$ cat src/rtl/fft_butterfly_pipe.sv
// Pipelined radix-2 DIT butterfly: X = A + B*W, Y = A - B*W.
// Four register stages, global stall, saturating scaled outputs.
module fft_butterfly_pipe #(
  parameter int DW = 16,
  parameter int TW = 16
) (
  input  logic          clk,
  input  logic          rst_n,
  input  logic          in_valid,
  output logic          in_ready,
  input  logic          in_inv,
  input  logic [1:0]    in_scale,
  input  logic [DW-1:0] ar,
  input  logic [DW-1:0] ai,
  input  logic [DW-1:0] br,
  input  logic [DW-1:0] bi,
  input  logic [TW-1:0] wr,
  input  logic [TW-1:0] wi,
  output logic          out_valid,
  input  logic          out_ready,
  output logic [DW-1:0] xr,
  output logic [DW-1:0] xi,
  output logic [DW-1:0] yr,
  output logic [DW-1:0] yi,
  output logic          out_ovf,
  output logic          ovf_sticky,
  input  logic          clr_ovf
);

  localparam int PW = DW + TW;
  localparam int SW = DW + TW + 1;
  localparam int ZW = DW + 2;
  localparam int FW = DW + 3;
  localparam int VW = DW + 4;

  localparam logic signed [SW-1:0] ZHALF =
    {{(SW-TW+1){1'b0}}, 1'b1, {(TW-2){1'b0}}};
  localparam logic signed [VW-1:0] MAXV =
    {{(VW-DW+1){1'b0}}, {(DW-1){1'b1}}};
  localparam logic signed [VW-1:0] MINV =
    {{(VW-DW+1){1'b1}}, {(DW-1){1'b0}}};
  localparam logic signed [VW-1:0] ONE = 1;
  localparam logic signed [VW-1:0] TWO = 2;

  // Global stall: everything moves only when the output slot frees.
  logic en;
  assign en       = out_ready | ~out_valid;
  assign in_ready = en;

  // ---------------- S1: registered inputs ----------------
  logic                 s1_valid;
  logic                 s1_inv;
  logic [1:0]           s1_shift;
  logic signed [DW-1:0] s1_ar, s1_ai, s1_br, s1_bi;
  logic signed [TW-1:0] s1_wr, s1_wi;

  // Capture operands; scale 3 is folded to 2 here.
  always_ff @(posedge clk or negedge rst_n) begin
    if (!rst_n) begin
      s1_valid <= 1'b0;
      s1_inv   <= 1'b0;
      s1_shift <= 2'd0;
      s1_ar    <= '0;
      s1_ai    <= '0;
      s1_br    <= '0;
      s1_bi    <= '0;
      s1_wr    <= '0;
      s1_wi    <= '0;
    end else if (en) begin
      s1_valid <= in_valid;
      s1_inv   <= in_inv;
      s1_shift <= (in_scale == 2'd3) ? 2'd2 : in_scale;
      s1_ar    <= $signed(ar);
      s1_ai    <= $signed(ai);
      s1_br    <= $signed(br);
      s1_bi    <= $signed(bi);
      s1_wr    <= $signed(wr);
      s1_wi    <= $signed(wi);
    end
  end

  // ---------------- S2: full-precision products ----------------
  logic signed [PW-1:0] m_rr, m_ii, m_ri, m_ir;

  assign m_rr = PW'(s1_br) * PW'(s1_wr);
  assign m_ii = PW'(s1_bi) * PW'(s1_wi);
  assign m_ri = PW'(s1_br) * PW'(s1_wi);
  assign m_ir = PW'(s1_bi) * PW'(s1_wr);

  logic                 s2_valid;
  logic                 s2_inv;
  logic [1:0]           s2_shift;
  logic signed [DW-1:0] s2_ar, s2_ai;
  logic signed [PW-1:0] s2_rr, s2_ii, s2_ri, s2_ir;

  // Register the four partial products with A and tags.
  always_ff @(posedge clk or negedge rst_n) begin
    if (!rst_n) begin
      s2_valid <= 1'b0;
      s2_inv   <= 1'b0;
      s2_shift <= 2'd0;
      s2_ar    <= '0;
      s2_ai    <= '0;
      s2_rr    <= '0;
      s2_ii    <= '0;
      s2_ri    <= '0;
      s2_ir    <= '0;
    end else if (en) begin
      s2_valid <= s1_valid;
      s2_inv   <= s1_inv;
      s2_shift <= s1_shift;
      s2_ar    <= s1_ar;
      s2_ai    <= s1_ai;
      s2_rr    <= m_rr;
      s2_ii    <= m_ii;
      s2_ri    <= m_ri;
      s2_ir    <= m_ir;
    end
  end

  // ---------------- S3: Z, rounding, pre-scale sums ----------------
  logic signed [SW-1:0] zr_f, zi_f;
  logic signed [ZW-1:0] zr, zi;
  logic signed [FW-1:0] xf_r, xf_i, yf_r, yf_i;

  // Complex multiply combine; inverse mode conjugates W.
  always_comb begin
    zr_f = '0;
    zi_f = '0;
    unique case (1'b1)
      (!s2_inv): begin
        zr_f = SW'(s2_rr) - SW'(s2_ii);
        zi_f = SW'(s2_ri) + SW'(s2_ir);
      end
      (s2_inv): begin
        zr_f = SW'(s2_rr) + SW'(s2_ii);
        zi_f = SW'(s2_ir) - SW'(s2_ri);
      end
      default: ;
    endcase
  end

  assign zr = ZW'((zr_f + ZHALF) >>> (TW-1));
  assign zi = ZW'((zi_f + ZHALF) >>> (TW-1));

  assign xf_r = FW'(s2_ar) + FW'(zr);
  assign xf_i = FW'(s2_ai) + FW'(zi);
  assign yf_r = FW'(s2_ar) - FW'(zr);
  assign yf_i = FW'(s2_ai) - FW'(zi);

  logic                 s3_valid;
  logic [1:0]           s3_shift;
  logic signed [FW-1:0] s3_xr, s3_xi, s3_yr, s3_yi;

  // Register the unscaled sums.
  always_ff @(posedge clk or negedge rst_n) begin
    if (!rst_n) begin
      s3_valid <= 1'b0;
      s3_shift <= 2'd0;
      s3_xr    <= '0;
      s3_xi    <= '0;
      s3_yr    <= '0;
      s3_yi    <= '0;
    end else if (en) begin
      s3_valid <= s2_valid;
      s3_shift <= s2_shift;
      s3_xr    <= xf_r;
      s3_xi    <= xf_i;
      s3_yr    <= yf_r;
      s3_yi    <= yf_i;
    end
  end

  // ---------------- S4: scale, round, saturate ----------------
  // Returns {saturated, value}.
  function automatic logic [DW:0] fin(
    input logic signed [FW-1:0] f,
    input logic [1:0]           s
  );
    logic signed [VW-1:0] v;
    logic [DW:0]          r;
    v = VW'(f);
    unique case (1'b1)
      (s == 2'd1): v = (v + ONE) >>> 1;
      (s == 2'd2): v = (v + TWO) >>> 2;
      default: ;
    endcase
    if (v > MAXV)
      r = {1'b1, 1'b0, {(DW-1){1'b1}}};
    else if (v < MINV)
      r = {1'b1, 1'b1, {(DW-1){1'b0}}};
    else
      r = {1'b0, DW'(v)};
    return r;
  endfunction

  logic [DW:0] f_xr, f_xi, f_yr, f_yi;

  assign f_xr = fin(s3_xr, s3_shift);
  assign f_xi = fin(s3_xi, s3_shift);
  assign f_yr = fin(s3_yr, s3_shift);
  assign f_yi = fin(s3_yi, s3_shift);

  // Output register; holds while downstream stalls.
  always_ff @(posedge clk or negedge rst_n) begin
    if (!rst_n) begin
      out_valid <= 1'b0;
      out_ovf   <= 1'b0;
      xr        <= '0;
      xi        <= '0;
      yr        <= '0;
      yi        <= '0;
    end else if (en) begin
      out_valid <= s3_valid;
      out_ovf   <= f_xr[DW] | f_xi[DW] | f_yr[DW] | f_yi[DW];
      xr        <= f_xr[DW-1:0];
      xi        <= f_xi[DW-1:0];
      yr        <= f_yr[DW-1:0];
      yi        <= f_yi[DW-1:0];
    end
  end

  // Sticky overflow: set on an overflowing handshake, set beats clear.
  always_ff @(posedge clk or negedge rst_n) begin
    if (!rst_n)
      ovf_sticky <= 1'b0;
    else if (out_valid & out_ready & out_ovf)
      ovf_sticky <= 1'b1;
    else if (clr_ovf)
      ovf_sticky <= 1'b0;
  end

endmodule
$ cat config.mk
export PLATFORM = sky130hd
export DESIGN_NAME = fft_butterfly_pipe
export DESIGN_NICKNAME = d
export VERILOG_FILES = /design/src/rtl/fft_butterfly_pipe.sv
export SDC_FILE = /design/constraint.sdc
export NUM_CORES = 2
export LEC_CHECK = 0
export ABC_CLOCK_PERIOD_IN_PS = 8700
export CAP_MARGIN = 20
export CELL_PAD_IN_SITES_DETAIL_PLACEMENT = 0
export CELL_PAD_IN_SITES_GLOBAL_PLACEMENT = 2
export CORE_ASPECT_RATIO = 0.8
export CORE_MARGIN = 3
export CORE_UTILIZATION = 41
export DETAILED_ROUTE_END_ITERATION = 16
export GPL_TIMING_DRIVEN = 0
export PLACE_DENSITY_LB_ADDON = 0.25
export SYNTH_ARGS = -nofsm -noshare
export SYNTH_HDL_FRONTEND = slang
export SYNTH_SLANG_ARGS = --single-unit
export TNS_END_PERCENT = 5
$ cat constraint.sdc
create_clock -name clk -period 8.7 [get_ports clk]
set_input_delay 1.305 -clock clk [delete_from_list [all_inputs] [get_ports clk]]
set_output_delay 1.305 -clock clk [all_outputs]
set_load 0.02 [all_outputs]
==> flow_metrics.tcl <==
set metrics [dict create \
    status "completed" \
    netlist_area_um2 65500 \
    min_period_ps 8680 \
    cap_violations 0 \
    min_path_cells 1 \
    synthSimpleGateAreaFrac_pct 17.51 \
    drtIter0Drc 4684 \
    ys_seq_area_share_pct 15.59 \
    setup_viol 0 \
    syn2layout_area_growth_pct 10.19 \
    rsz0062_at_grt "true" \
    postCtsHoldBufs 0 \
    finalSetupTns_ps 0 \
    holdCritStartpoint "s3_valid" \
    worstSetupEndpointType "register" \
    postLayoutCoreUtil_pct 45.74 \
    synth_adder_area_share_pct 41.53 \
    buffer_ports.inserted 171 \
    reg2reg_depth 24 \
    synth_nets 9233 \
    slew_headroom_pct 16.87 \
    synth_edf_count 0 \
    yosysTopAreaCell "fa_1" \
    synth_seq_cells 408 \
    grt_pass1_vias 53450 \
    cts_tree "yes" \
    drt_pass1_iterations 6 \
    postCtsSetupBuffers 0 \
    layout_commonest_cell "inv_1" \
    cp.arrival_ps 9170 \
    path_max_fanout 10 \
    nets 9485 \
    start_util_pct 41.51 \
    fin_ws_ps 19.73 \
    grt.overflow.total 0 \
    synth-xor-area-share_pct 6.151 \
    dieArea_um2 164600 \
    synth_top_family_by_area "adder cells" \
    synth_mux_area_share_pct 0.09743 \
    hp-class "register to register" \
    fmax_ghz 0.1152 \
    wl_per_cell_um 24.91 \
    rows 130 \
    required_ps 9190 \
    fin_skew_ps 37.76 \
    ios 172 \
    finalWirelength_um 249100 \
    synthCells 7587 \
    track_usage_pct 30.47 \
    layout-drive-gt1-share_pct 2.171 \
    hold_viol_final 0 \
    avgSynthCellArea_um2 8.633 \
    grt_pass1_wl_um 367200 \
    numCtsBuffers 50 \
    drc 0 \
    gp_congestion 0.9727 \
    antenna_found_initial 22 \
    cts.sinks 408 \
    synth_area_leaders "fa_1 32%, dfrtp_1 16%, ha_1 9.4%, inv_1 7.4%, nand2_1 7.3%" \
    grt_max_degree 108 \
    drtAntennaViolNets 0 \
    die_w_um 452.9 \
    cts.htree.levels 2 \
    synth_compound_area_share_pct 9.367 \
    worstMarginPinSlew_ps 1247 \
    ys_warn_count 0 \
    vias_per_cell 5.363 \
    ys_types 83 \
    hold-path-endpoint "out_valid" \
    regToRegSetupSlack_ps 20 \
    layout_common_cells "1,298 x inv_1, 1,271 x nand2_1, 1,052 x fa_1" \
    core_um2 157800 \
    critPathLaunch "s1_wr[1]" \
    ys.flop_type "dfrtp_1" \
    clk_pin_slew_ps 60 \
    rr_startpoint "s1_wr[1]" \
    timing.rr.end "s2_rr[31]" \
    synth_top_cell_area_share_pct 32.16 \
    dp_slack_ps -259.6 \
    path_class "register to register" \
    timing.final.crit_share_pct 99.77 \
    clockBufferDepth 3 \
    root_buffer "clkbuf_16" \
    dr_total_vias 53650 \
    start_kind "register" \
    die_h_um 363.5 \
    maxSlewViolCount 0 \
    async_reset_ff_share_pct 100.0 \
    clkLatencyLatePin_ps 670 \
    place_hpwl_um 207900 \
]
==> worst max-delay path, cell delays in order (launching register included) <==
cell,delay [ps]
dfrtp_1,550
clkbuf_1,860
nand2_1,220
inv_1,190
fa_1,510
inv_1,190
fa_1,460
fa_1,490
fa_1,570
inv_1,60
fa_1,500
fa_1,410
ha_1,360
a21o_1,200
a21o_1,160
a21oi_1,210
o211ai_1,120
a31oi_1,340
a21oi_1,250
a2111oi_0,460
nor2_1,170
or4_1,430
a31oi_1,210
xnor2_1,430
a21oi_1,150
==> per-layer routing <==
metal	wire length [um]	vias to the layer above	global-route usage, %
met2	98770	2072	41.79
met5	29	-	0
met3	24300	289	7.308
li1	-	23930	-
met4	7638	4	8.241
met1	118400	27350	47.23
==> worst max-delay path by stage <==
stage                     end  slack (ps)  cells after the start
floorplan           s2_rr[31]        1940                     26
global placement    s1_br[14]      -13590                      1
detailed placement  s3_xi[17]        -260                     30
CTS                 s3_xi[17]         0.1                     30
global route        s2_rr[31]        -240                     26
finish              s2_rr[31]          20                     24
==> cells by family (layout without fill, tap and decap cells) <==
group                    Yosys count  after routing
multiplexers                       6              6
other                              0             14
AO/OA/AOI/OAI                    988            988
adder cells (fa/ha/maj)         1543           1543
flip-flops                       408            408
XOR/XNOR                         460            460
AND/OR/NAND/NOR                 2481           2481
buffers and inverters           1701           1991
==> what timing repair did <==
action | CTS | global route
resized for setup | 5 | 16
setup endpoints to repair | 4 | 15
pin swaps | 0 | 0
==> through the flow <==
step	instance area (um2)	hold slack, ps	std cells
6_report	72170	462.9	10000
3_5_place_dp	70270	454.0	9894
4_1_cts	72020	467.6	9983
3_3_place_gp	69850	444.7	9870
5_1_grt	72130	491.7	9989
2_1_floorplan	65500	430.0	7587
==> synth_stat cells, types with 9 or more instances <==
master    instances
a211oi_1         16
a21o_1           80
a21oi_1         340
a221o_1          32
a22oi_1          31
a31oi_1          48
and2_1          449
and3_1           44
buf_1            16
clkbuf_1        381
dfrtp_1         408
fa_1           1052
ha_1            490
inv_1          1298
nand2_1        1271
nand2b_1         75
nand3_1         102
nand4_1          34
nor2_1          322
nor2b_1          36
nor3_1           59
nor3b_1          12
nor4_1            9
o211ai_1         37
o21a_1           20
o21ai_0         219
o21ai_1          14
o21bai_1         43
o31ai_1          27
or2_2            11
or3_1            15
xnor2_1         291
xor2_1          169
==> state kept, by name, indices dropped and copies added, names as in the netlist, 18 cells and up <==
name   count
s3_yr     18
s2_ir     32
s2_ri     32
s3_xr     19
s3_xi     19
s2_rr     32
s3_yi     18
s2_ii     32
==> area by class of cell <==
cell class / instances / area (um2)
Clock inverter: 24 / 325.3
Multi-Input combinational cell: 5478 / 48910
Inverter: 1299 / 4876
Clock buffer: 66 / 1423
Buffer: 401 / 1533
Antenna cell: 14 / 35.03
Fill cell: 15830 / 85610
Timing Repair Buffer: 201 / 2217
Tap cell: 2112 / 2643
Sequential cell: 408 / 10210
Power is not shown: default switching activity piles up to over one toggle a cycle in this logic, so the estimate is an artifact.
